## src/rtl/pulse_link_pkg.sv

```systemverilog
// Shared constants for the pulse-counter readout link: FSM encoding,
// default word geometry and the output buffer entry layout {perr, ch, data}.
package pulse_link_pkg;

  localparam int         PL_DATA_W  = 8;
  localparam int         PL_CH_W    = 3;
  localparam logic [2:0] PL_LAST_CH = 3'b011;

  localparam logic [1:0] ST_IDLE  = 2'd0;
  localparam logic [1:0] ST_SHIFT = 2'd1;
  localparam logic [1:0] ST_STORE = 2'd2;

  typedef struct packed {
    logic                 perr;
    logic [PL_CH_W-1:0]   ch;
    logic [PL_DATA_W-1:0] data;
  } pl_entry_t;

  function automatic int pl_entry_w(input int data_w, input int ch_w);
    return 1 + ch_w + data_w;
  endfunction

endpackage

```

## src/rtl/pulse_link_fifo2.sv

```systemverilog
// Two-entry valid/ready buffer with registered head; a push into a full
// buffer is accepted only when the head is popped in the same cycle.
module pulse_link_fifo2 #(
  parameter int W = 12
) (
  input  logic         clk,
  input  logic         reset_n,
  input  logic         push_i,
  input  logic [W-1:0] din_i,
  input  logic         ready_i,
  output logic         push_ok_o,
  output logic         valid_o,
  output logic [W-1:0] dout_o
);

  logic [1:0]   cnt_q, cnt_d;
  logic [W-1:0] head_q, head_d;
  logic [W-1:0] tail_q, tail_d;
  logic         pop_s;
  logic         push_ok_s;

  assign pop_s     = (cnt_q != 2'd0) & ready_i;
  assign push_ok_s = push_i & ((cnt_q != 2'd2) | pop_s);
  assign push_ok_o = push_ok_s;
  assign valid_o   = (cnt_q != 2'd0);
  assign dout_o    = head_q;

  // next-state of occupancy and storage
  always_comb begin
    cnt_d  = cnt_q;
    head_d = head_q;
    tail_d = tail_q;
    case ({push_ok_s, pop_s})
      2'b10: begin
        if (cnt_q == 2'd0) begin
          head_d = din_i;
        end else begin
          tail_d = din_i;
        end
        cnt_d = cnt_q + 2'd1;
      end
      2'b01: begin
        head_d = tail_q;
        cnt_d  = cnt_q - 2'd1;
      end
      2'b11: begin
        if (cnt_q == 2'd1) begin
          head_d = din_i;
        end else begin
          head_d = tail_q;
          tail_d = din_i;
        end
      end
      default: cnt_d = cnt_q;
    endcase
  end

  // storage registers; reset empties the buffer so valid_o drops at once
  always_ff @(posedge clk or negedge reset_n) begin
    if (!reset_n) begin
      cnt_q  <= 2'd0;
      head_q <= {W{1'b0}};
      tail_q <= {W{1'b0}};
    end else begin
      cnt_q  <= cnt_d;
      head_q <= head_d;
      tail_q <= tail_d;
    end
  end

endmodule

```

## src/rtl/pulse_frame_deserializer.sv

```systemverilog
// Receive side of the pulse-counter link: shifts in MSB-first words after SL,
// tags them with the channel and queues them. Option macro: PULSE_DESER_PARITY_EN.
module pulse_frame_deserializer
  import pulse_link_pkg::*;
#(
  parameter int              DATA_W  = PL_DATA_W,
  parameter int              CH_W    = PL_CH_W,
  parameter logic [CH_W-1:0] LAST_CH = CH_W'(PL_LAST_CH)
) (
  input  logic              clk,
  input  logic              reset_n,
  input  logic              tick,
  input  logic              sl,
  input  logic [CH_W-1:0]   ch_addr,
  input  logic              sdata,
  output logic              out_valid,
  input  logic              out_ready,
  output logic [DATA_W-1:0] out_data,
  output logic [CH_W-1:0]   out_ch,
  output logic              frame_done,
  output logic              frame_err,
  output logic              overrun,
  input  logic              err_clr,
  output logic              parity_err,
  output logic              out_perr
);

`ifdef PULSE_DESER_PARITY_EN
  localparam int FRAME_BITS = DATA_W + 1;
`else
  localparam int FRAME_BITS = DATA_W;
`endif
  localparam int               CNT_W    = $clog2(FRAME_BITS + 1);
  localparam logic [CNT_W-1:0] LAST_BIT = CNT_W'(FRAME_BITS - 1);
  localparam int               ENTRY_W  = pl_entry_w(DATA_W, CH_W);

  logic [1:0]         state_q, state_d;
  logic [DATA_W-1:0]  shreg_q, shreg_d;
  logic [CNT_W-1:0]   bit_cnt_q, bit_cnt_d;
  logic [CH_W-1:0]    ch_q, ch_d;
  logic               frame_err_q, frame_err_d;
  logic               overrun_q, overrun_d;
  logic               frame_done_q, frame_done_d;
  logic               frame_set_s, push_s, push_ok_s, perr_s;
  logic [ENTRY_W-1:0] head_s;

`ifdef PULSE_DESER_PARITY_EN
  logic par_q, par_d;
  logic parity_err_q, parity_err_d;
  assign perr_s     = (^shreg_q) ^ par_q;
  assign parity_err = parity_err_q;
`else
  assign perr_s     = 1'b0;
  assign parity_err = 1'b0;
`endif

  // frame FSM: SL always restarts a word, even mid-word or during STORE
  always_comb begin
    state_d     = state_q;
    shreg_d     = shreg_q;
    bit_cnt_d   = bit_cnt_q;
    ch_d        = ch_q;
    frame_set_s = 1'b0;
    push_s      = 1'b0;
`ifdef PULSE_DESER_PARITY_EN
    par_d       = par_q;
`endif
    case (state_q)
      ST_IDLE: begin
        if (sl) begin
          ch_d      = ch_addr;
          bit_cnt_d = {CNT_W{1'b0}};
          state_d   = ST_SHIFT;
        end else begin
          state_d = ST_IDLE;
        end
      end
      ST_SHIFT: begin
        if (sl) begin
          frame_set_s = 1'b1;
          ch_d        = ch_addr;
          bit_cnt_d   = {CNT_W{1'b0}};
        end else if (tick) begin
          bit_cnt_d = bit_cnt_q + CNT_W'(1);
`ifdef PULSE_DESER_PARITY_EN
          if (bit_cnt_q == LAST_BIT) begin
            par_d = sdata;
          end else begin
            shreg_d = {shreg_q[DATA_W-2:0], sdata};
          end
`else
          shreg_d = {shreg_q[DATA_W-2:0], sdata};
`endif
          if (bit_cnt_q == LAST_BIT) begin
            state_d = ST_STORE;
          end else begin
            state_d = ST_SHIFT;
          end
        end else begin
          state_d = ST_SHIFT;
        end
      end
      ST_STORE: begin
        push_s = 1'b1;
        if (sl) begin
          ch_d      = ch_addr;
          bit_cnt_d = {CNT_W{1'b0}};
          state_d   = ST_SHIFT;
        end else begin
          state_d = ST_IDLE;
        end
      end
      default: state_d = ST_IDLE;
    endcase
  end

  // sticky error flags: a set in the same cycle as err_clr wins
  always_comb begin
    frame_err_d  = frame_set_s | (frame_err_q & ~err_clr);
    overrun_d    = (push_s & ~push_ok_s) | (overrun_q & ~err_clr);
    frame_done_d = push_ok_s & (ch_q == LAST_CH);
`ifdef PULSE_DESER_PARITY_EN
    parity_err_d = (push_s & perr_s) | (parity_err_q & ~err_clr);
`endif
  end

  // state and status registers
  always_ff @(posedge clk or negedge reset_n) begin
    if (!reset_n) begin
      state_q      <= ST_IDLE;
      shreg_q      <= {DATA_W{1'b0}};
      bit_cnt_q    <= {CNT_W{1'b0}};
      ch_q         <= {CH_W{1'b0}};
      frame_err_q  <= 1'b0;
      overrun_q    <= 1'b0;
      frame_done_q <= 1'b0;
`ifdef PULSE_DESER_PARITY_EN
      par_q        <= 1'b0;
      parity_err_q <= 1'b0;
`endif
    end else begin
      state_q      <= state_d;
      shreg_q      <= shreg_d;
      bit_cnt_q    <= bit_cnt_d;
      ch_q         <= ch_d;
      frame_err_q  <= frame_err_d;
      overrun_q    <= overrun_d;
      frame_done_q <= frame_done_d;
`ifdef PULSE_DESER_PARITY_EN
      par_q        <= par_d;
      parity_err_q <= parity_err_d;
`endif
    end
  end

  pulse_link_fifo2 #(.W(ENTRY_W)) u_fifo (
    .clk       (clk),
    .reset_n   (reset_n),
    .push_i    (push_s),
    .din_i     ({perr_s, ch_q, shreg_q}),
    .ready_i   (out_ready),
    .push_ok_o (push_ok_s),
    .valid_o   (out_valid),
    .dout_o    (head_s)
  );

  assign {out_perr, out_ch, out_data} = head_s;
  assign frame_done = frame_done_q;
  assign frame_err  = frame_err_q;
  assign overrun    = overrun_q;

endmodule

```

## config.mk

```make
export PLATFORM = sky130hd
export DESIGN_NAME = pulse_frame_deserializer
export DESIGN_NICKNAME = d
export VERILOG_FILES = /design/src/rtl/pulse_link_pkg.sv /design/src/rtl/pulse_link_fifo2.sv /design/src/rtl/pulse_frame_deserializer.sv
export SDC_FILE = /design/constraint.sdc
export NUM_CORES = 1
export LEC_CHECK = 0
export BUFFER_PORTS_ARGS = -buffer_cell sky130_fd_sc_hd__buf_2
export CAP_MARGIN = 20
export CORE_AREA = 10 10 86 88
export CTS_CLUSTER_DIAMETER = 200
export CTS_CLUSTER_SIZE = 20
export DETAILED_ROUTE_END_ITERATION = 8
export DIE_AREA = 0 0 96 98
export GPL_TIMING_DRIVEN = 0
export PLACE_DENSITY_LB_ADDON = 0.3
export SYNTH_ARGS = -nofsm -noshare
export SYNTH_HDL_FRONTEND = slang
export SYNTH_SLANG_ARGS = --single-unit
```

## constraint.sdc

```tcl
create_clock -name clk -period 3 [get_ports clk]
set_input_delay 0.45 -clock clk [delete_from_list [all_inputs] [get_ports clk]]
set_output_delay 0.45 -clock clk [all_outputs]
set_load 0.01 [all_outputs]
```

==> results list, run 1 <==
- Dividing the final minimum period by the clock period gives 0.628.
- Post-cts hold buffer count: 0
* Overall die area: 9410 sq um
* Number of rows in the core area: 28
- Setup violations remaining at the end of the flow were counted as 0.
* Remaining global-route overflow: 0
- Synthesis instantiated 38 different standard cells from the library.
- The path with the worst hold slack has its endpoint at frame_err$_DFF_PN0_.
- Achievable frequency: around 530 MHz
- Via density per instance: 5.24
- Number of antenna repair diodes: 0
- Power Dens Cells: between 700 and 800 nW/um^2
- After floorplanning, the core was sized to cover 5750 sq um.
- Detailed routing inserted a total of between 1.5k and 2k vias.
- The total count of max-transition violations in the final report was 0.
* Worst hold slack: around 0.35 ns
- Starting density of the core: 0.382
- Antenna violations before repair: 0
- Sum of routed wire length over all layers: roughly 4900 um
- After legalization and detailed placement, the total HPWL measured around 3300 um.
* Worst R2R Setup Slack: around 1.1 ns
- Once the clock tree was built, the setup fixing pass inserted 0 buffers.
- Setup repair after global routing left no endpoint under its margin.
* Detailed router's first-iteration violation count: ~110
- Pin placement for this block handled 27 I/O pins.
* RD Place Congestion: between 0.8 and 0.9
- The run finished with clean final reports.
* Category of the most critical setup path: flop to flop
- The area fraction in compound gates after synthesis came to 0.163.
- Of the total synthesized cell area, the portion taken by XOR and XNOR cells is 0.00399.
* Number of flops mapped to enable cells by yosys: 0
- Syn-to-layout area delta: 15.4%
* Clock sinks: 44
- Final Critical Period: 1.88 ns
- WP data arrival: 2.12 ns
- Setup slack closes at approximately 1.1 ns.
- A synthesized cell averages 11.1 sq um.
- Largest family of logic cells by synthesized area: multiplexers
* Total design power: roughly 1.8 mW
- The number of gates resized after CTS was 0.
* Post-synthesis simple-gate area fraction: 0.0923
- Max-cap violations: 0
- Vias in the first global route: 1646
- Max Clock Skew: 0.00892 ns
- Root buffer cell: clkbuf_8
* Maximum count of clock buffers along a single path: 2
- The synthesized netlist occupies a cell area of 2200 sq um.
- In the global route stage, overall resource usage came out at 0.108.
- TritonCTS created 5 clock buffers.
- The clock reaches the later pin of the worst-skew pair after about 0.3 ns.
* Maximum vdd drop: 0.000392 V
* Hold Path Origin: err_clr
- Startpoint type of the worst setup path: flop
- Measured in cells, the most critical reg-to-reg path has a length of 7.
- CTS tree: yes
* Number of synthesis warnings: 0
- Count of port buffers added during placement: 23
* Wire length per cell after detailed routing: 15.9 um
- Total cell area at the placement stage: 2410 sq um
* Number of failing hold endpoints at the final stage: 0
* Share of synthesized cell area in full adder, half adder and majority cells: 0.0228
- Primary FF master, synth: dfrtp_1
- Synth top area share: 0.501
* Hold path cells: 2
- Post-synthesis cell type with the largest combined area: dfrtp_1
- At the placement stage, the worst setup path has a slack of 1.18 ns.
- Top area cells in the synthesized netlist: dfrtp_1, mux2_2, mux2i_1
* Setup total negative slack: 0 ns
* Wire length of the first global-routing pass: 8150 um
- Clock transition time at the flip-flop clock pins of the worst setup and hold paths: 0.08 ns
* Post-route cell area: between 2000 and 3000 sq um
- Number of register bits inferred by synthesis: 44
* Multiplexer fraction of the synthesized cell area: 0.168
- The die is ~98 um tall.
- Worst Path Required: 3.24 ns
* Class of the tightest hold or removal check: primary input to flop
- The detail route stage leaves a number of antenna-violating nets equal to 0.
- Number of fill cells in the layout: 554
* Capturing element type of the critical path: flop
- Share of post-route cells with drive strength above 1: 0.303
- Highest fanout seen on the critical path: 10
* Post-layout nets: 245
* DRC viols: 0
- Htree depth: 2
- For this run, the register share of the synthesized area comes to 0.501.
- The analysis attributes to cell leakage a power of 1.22 nW.
- Measured along the x axis, the die boundary spans about 96 um.
- Reg-to-Reg End: u_fifo.dout_o[6]$_DFFE_PN0P_
* Cells after synthesis: approximately 200
* R2R Path Start: u_fifo.cnt_q[0]$_DFFE_PN0P_
- DR pass1 iterations: 4
- In the synthesized netlist the async set-or-reset flop fraction comes to 1.00.
- Entering global routing, the biggest net connects 45 pins.
-- cell usage after synthesis (2+ instances only) --
library cell,instances
buf_4,4
nand2_1,14
clkbuf_1,2
a21oi_1,13
nor2_1,6
ha_1,4
o221ai_1,6
inv_1,6
a221oi_1,4
nor2b_1,2
nand2b_1,2
o21a_1,6
mux2i_1,11
nor3_1,2
buf_2,8
and3_1,2
o21ai_0,11
nand3_1,6
a21o_1,4
dfrtp_1,44
mux2_2,23
o31ai_1,2
-- metrics by stage --
step,instances,util
after global routing,306,0.441
after CTS,304,0.436
after floorplan,199,-
after detailed placement,297,0.419
after global placement,297,0.419
final,306,0.441
-- critical path, cell delays in order, from the launching register on --
cell      delay [ns]
dfrtp_1         0.40
inv_1           0.08
ha_1            0.24
and2b_1         0.34
buf_2           0.27
nor2_1          0.07
a221oi_1        0.31
a21o_1          0.12
-- registers in the layout, indices dropped and copies added (netlist names) --
register       flops
ch_q               3
frame_err          1
u_fifo.cnt_q       2
frame_done         1
u_fifo.tail_q     11
overrun            1
bit_cnt_q          4
u_fifo.dout_o     11
shreg_q            8
state_q            2
-- worst max path at each step --
stage / start / endpoint / slack, ns / cells past startpoint
after detailed placement: u_fifo.cnt_q[0]$_DFFE_PN0P_ / u_fifo.dout_o[6]$_DFFE_PN0P_ / 1.18 / 7
after global placement: u_fifo.cnt_q[1]$_DFFE_PN0P_ / u_fifo.dout_o[8]$_DFFE_PN0P_ / 1.20 / 7
final: u_fifo.cnt_q[0]$_DFFE_PN0P_ / u_fifo.dout_o[6]$_DFFE_PN0P_ / 1.12 / 7
after CTS: u_fifo.cnt_q[0]$_DFFE_PN0P_ / u_fifo.dout_o[6]$_DFFE_PN0P_ / 1.14 / 7
after global routing: u_fifo.cnt_q[0]$_DFFE_PN0P_ / u_fifo.dout_o[6]$_DFFE_PN0P_ / 0.98 / 7
after floorplan: u_fifo.cnt_q[0]$_DFFE_PN0P_ / frame_done$_DFF_PN0_ / 1.45 / 6
-- report_power, final --
group / switching, mW / total [mW] / internal [mW]
sequential: 0.0939 / 0.799 / 0.705
clock: 0.197 / 0.403 / 0.205
combinational: 0.318 / 0.595 / 0.277
-- layout by cell type, fill, tap and decap left out, drive strengths merged, types with 2 or more instances in the layout --
cell     n
a21o     4
a21oi   13
a221oi   4
and3     2
buf     36
clkbuf   9
conb     2
dfrtp   44
ha       4
inv      7
mux2    23
mux2i   11
nand2   14
nand2b   2
nand3    6
nor2     7
nor2b    2
nor3     2
o21a     6
o21ai   11
o221ai   6
o31ai    2
-- kinds of logic after synthesis --
family,after synthesis
flip-flops,44
multiplexers,34
buffers and inverters,21
XOR/XNOR,1
AO/OA/AOI/OAI,53
adder cells (fa/ha/maj),4
other,1
AND/OR/NAND/NOR,40
-- area by class of cell --
class / count / area (sq um) / area share
buffer: 14 / 77.6 / 0.0306
clock buffer: 7 / 96.3 / 0.0380
inverter: 7 / 26.3 / 0.0104
multi-input combinational: 134 / 996 / 0.393
sequential: 44 / 1100 / 0.434
tap: 75 / 93.8 / 0.0370
timing repair buffer: 25 / 145 / 0.0572
-- per-layer routing --
metal	wire length, um	global-route usage
met1	2370	0.139
met2	2180	0.158
met3	237	0.0352
met4	73	0.0465
met5	0	0
(Power assumes the default switching activity.)
==> run 2, diff against run 1 <==
- clock period: 3 -> 1.9 ns (I/O delays scaled with it)
==> run 2 against run 1 <==
Cell count did not move. Combinational power rose by 61%. Clock skew about the same. Global-route usage did not move. Utilization increased by 0.26 points. Sequential share of layout area down 0.26 points. Register-to-register slack lost 1.0 ns. Critical path type unchanged. Highest routed layer unchanged.
==> results list, run 2 (synthesis results as in run 1) <==
* Status: completed
* Vias in the first global route: 1646 (unchanged)
* Wire length per cell after detailed routing: 16.1 um (+1.2%)
- The die boundary height came to 98 um (unchanged).
- Syn-to-layout area delta: 16.1%
- The ratio of cells with drive above 1 in the final layout is 0.316 (+0.0130).
- Cell type of the slowest stage on the worst timing path: or3_4
* Number of rows in the core area: 28 (unchanged)
* Final setup violating endpoints: 0 (unchanged)
- Max Clock Skew: 0.00936 ns (+0.000437 ns)
- The sum of overflow across all layers after global routing came to 0 (unchanged).
* Standard cell core area: 5750 sq um (unchanged)
* CTS buffer count: 5 (unchanged)
- Via density per instance: 5.21 (-0.50%)
- Worst R2R Setup Slack: 0.1 ns (-1.02 ns)
- The final HPWL from detailed placement was 3340 um (unchanged).
- The time the final worst path needs with I/O delays and setup is 1.80 ns (-0.0808 ns).
- The power density over the cells was 1120 nW/um^2 (+58%).
* Clock transition time at the flip-flop clock pins of the worst setup and hold paths: 0.09 ns (about the same)
* Maximum vdd drop: 0.000620 V (+58%)
- The level count of the clock H-tree is 2 (unchanged).
- Hold Path Origin: err_clr
* Capturing element type of the critical path: flop
* Post-CTS repair timing setup buffer count: 0 (unchanged)
- The final layout net count was 245 (unchanged).
- In this design, the largest share of critical-path delay is due to compound AO/OA/AOI/OAI gates.
* Leak Pwr: 1.22 nW (about the same)
- Starting density of the core: 0.382 (unchanged)
- The biggest fanout along the worst timing path was 7 (-3).
* CTS tree: yes
- Sum of routed wire length over all layers: 4920 um (+1.2%)
- The horizontal die dimension is 96 um (unchanged).
- The count of input and output buffers is 23 (unchanged).
- Antenna violations before repair: 0 (unchanged)
- Max-cap violations: 0 (unchanged)
* Overall die area: 9410 sq um (unchanged)
* Hold path cells: 2 (unchanged)
* Commonest cells after routing, fill and taps aside: dfrtp_1, buf_2, mux2_2, nand2_1, a21oi_1
* WP data arrival: 2.04 ns (-0.08 ns)
- Maximum number of pins on one net before global-route repair: 45 (unchanged)
* Worst Hold End: frame_err$_DFF_PN0_
- In this run the critical register-to-register path is captured at u_fifo.dout_o[8]$_DFFE_PN0P_.
- The count of clock tree sinks was 44 (unchanged).
* RD Place Congestion: 0.804 (unchanged)
- In this run the worst setup path begins at u_fifo.cnt_q[0]$_DFFE_PN0P_.
- The total count of hold-check failures in the final report was 0 (unchanged).
* Number of antenna repair diodes: 0 (unchanged)
- Worst hold slack: 0.186 ns (-0.166 ns)
* GRT Resource Usage Total: 0.108 (unchanged)
- The overall power consumption came to 2.85 mW (+59%).
- STA classifies the critical path startpoint as a flop.
- Worst path bufs/invs: 1 (-1)
* Maximum count of clock buffers along a single path: 2 (unchanged)
- Category of the most critical setup path: flop to flop
- Class of the tightest hold or removal check: primary input to flop
* Worst skew pair latency: 0.30 ns (about the same)
- DR pass1 iterations: 7 (+3)
* Via count of the routed design: 1595 (-0.50%)
* Cells along the critical path: inv_1 -> ha_1 -> or3_4 -> a221oi_1 -> a21o_1
- Largest incremental delay on the critical path: 0.46 ns (+0.06 ns)
- Final number of max-transition violations: 0 (unchanged)
- Leaving out fill and tap cells, the most frequent cell in the layout is dfrtp_1.
- The tree is rooted in a clkbuf_8.
- Achievable frequency: 555 MHz (+4.5%)
* Wire length of the first global-routing pass: 8150 um (unchanged)
* Routed Antenna Nets: 0 (unchanged)
* DRC viols: 0 (unchanged)
- Worst Path Required: 2.14 ns (-1.10 ns)
- Num ports: 27 (unchanged)
- In this run the critical register-to-register path is launched from u_fifo.cnt_q[0]$_DFFE_PN0P_.
* R2R depth: 5 (-2)
* Detailed router's first-iteration violation count: 117 (+4.5%)
- The share of the cycle needed by the critical path after routing was 0.949 (+0.321).
-- run 2: changes by cell type in the layout (fill, tap and decap cells not counted) --
cell,previous run,this run
buf_2,31,29
clkbuf_4,0,2
a221oi_1,4,3
a221oi_2,0,1
and2b_1,1,0
and2b_2,0,1
nand2_1,14,13
nand2_2,0,1
-- run 2: power breakdown --
group          internal, mW  total (mW)  switching, mW  leakage, nW
clock                 0.324       0.634          0.310       0.0503
combinational         0.444       0.956          0.512        0.609
sequential             1.11        1.26          0.148        0.564
total                  1.88        2.85          0.969         1.22
-- run 2: worst max path at each step --
stage / slack, ns / to / depth (start not counted)
final: 0.1 / u_fifo.dout_o[8]$_DFFE_PN0P_ / 5
after global routing: -0.002 / u_fifo.dout_o[8]$_DFFE_PN0P_ / 7
after CTS: 0.04 / u_fifo.dout_o[6]$_DFFE_PN0P_ / 7
after detailed placement: 0.08 / u_fifo.dout_o[6]$_DFFE_PN0P_ / 7
after global placement: 0.1 / u_fifo.dout_o[8]$_DFFE_PN0P_ / 7
after floorplan: 0.35 / frame_done$_DFF_PN0_ / 6
-- run 2: cell type report --
cell class,instances,area (sq um)
Buffer,14,82.6
Inverter,7,26.3
Fill cell,553,3190
Sequential cell,44,1100
Tap cell,75,93.8
Multi-Input combinational cell,134,1010
Timing Repair Buffer,25,145
Clock buffer,7,96.3
-- run 2: per-layer routing --
layer | wire, um | up-vias | track usage | part of all wire
met5 | 0 | - | 0 | 0
met3 | 263 | 6 | 0.0352 | 0.053
li1 | - | 781 | - | -
met1 | 2470 | 779 | 0.139 | 0.50
met4 | 73 | 0 | 0.0465 | 0.015
met2 | 2120 | 29 | 0.158 | 0.43
-- run 2: metrics by stage --
step,cells,TNS [ns],utilization,cell area [sq um],setup WS [ns]
2_1_floorplan,199,0,-,2200,0.345
3_3_place_gp,297,0,0.419,2410,0.0955
3_5_place_dp,297,0,0.419,2410,0.0841
4_1_cts,304,0,0.436,2510,0.0439
5_1_grt,306,-0.00369,0.444,2550,-0.00211
6_report,306,0,0.444,2550,0.0976
-- run 2: what timing repair did --
action,4_1_cts,5_1_grt
setup endpoints to repair,0,21
endpoints found under the hold margin,0,3
resized for setup,0,5
hold buffers,0,1
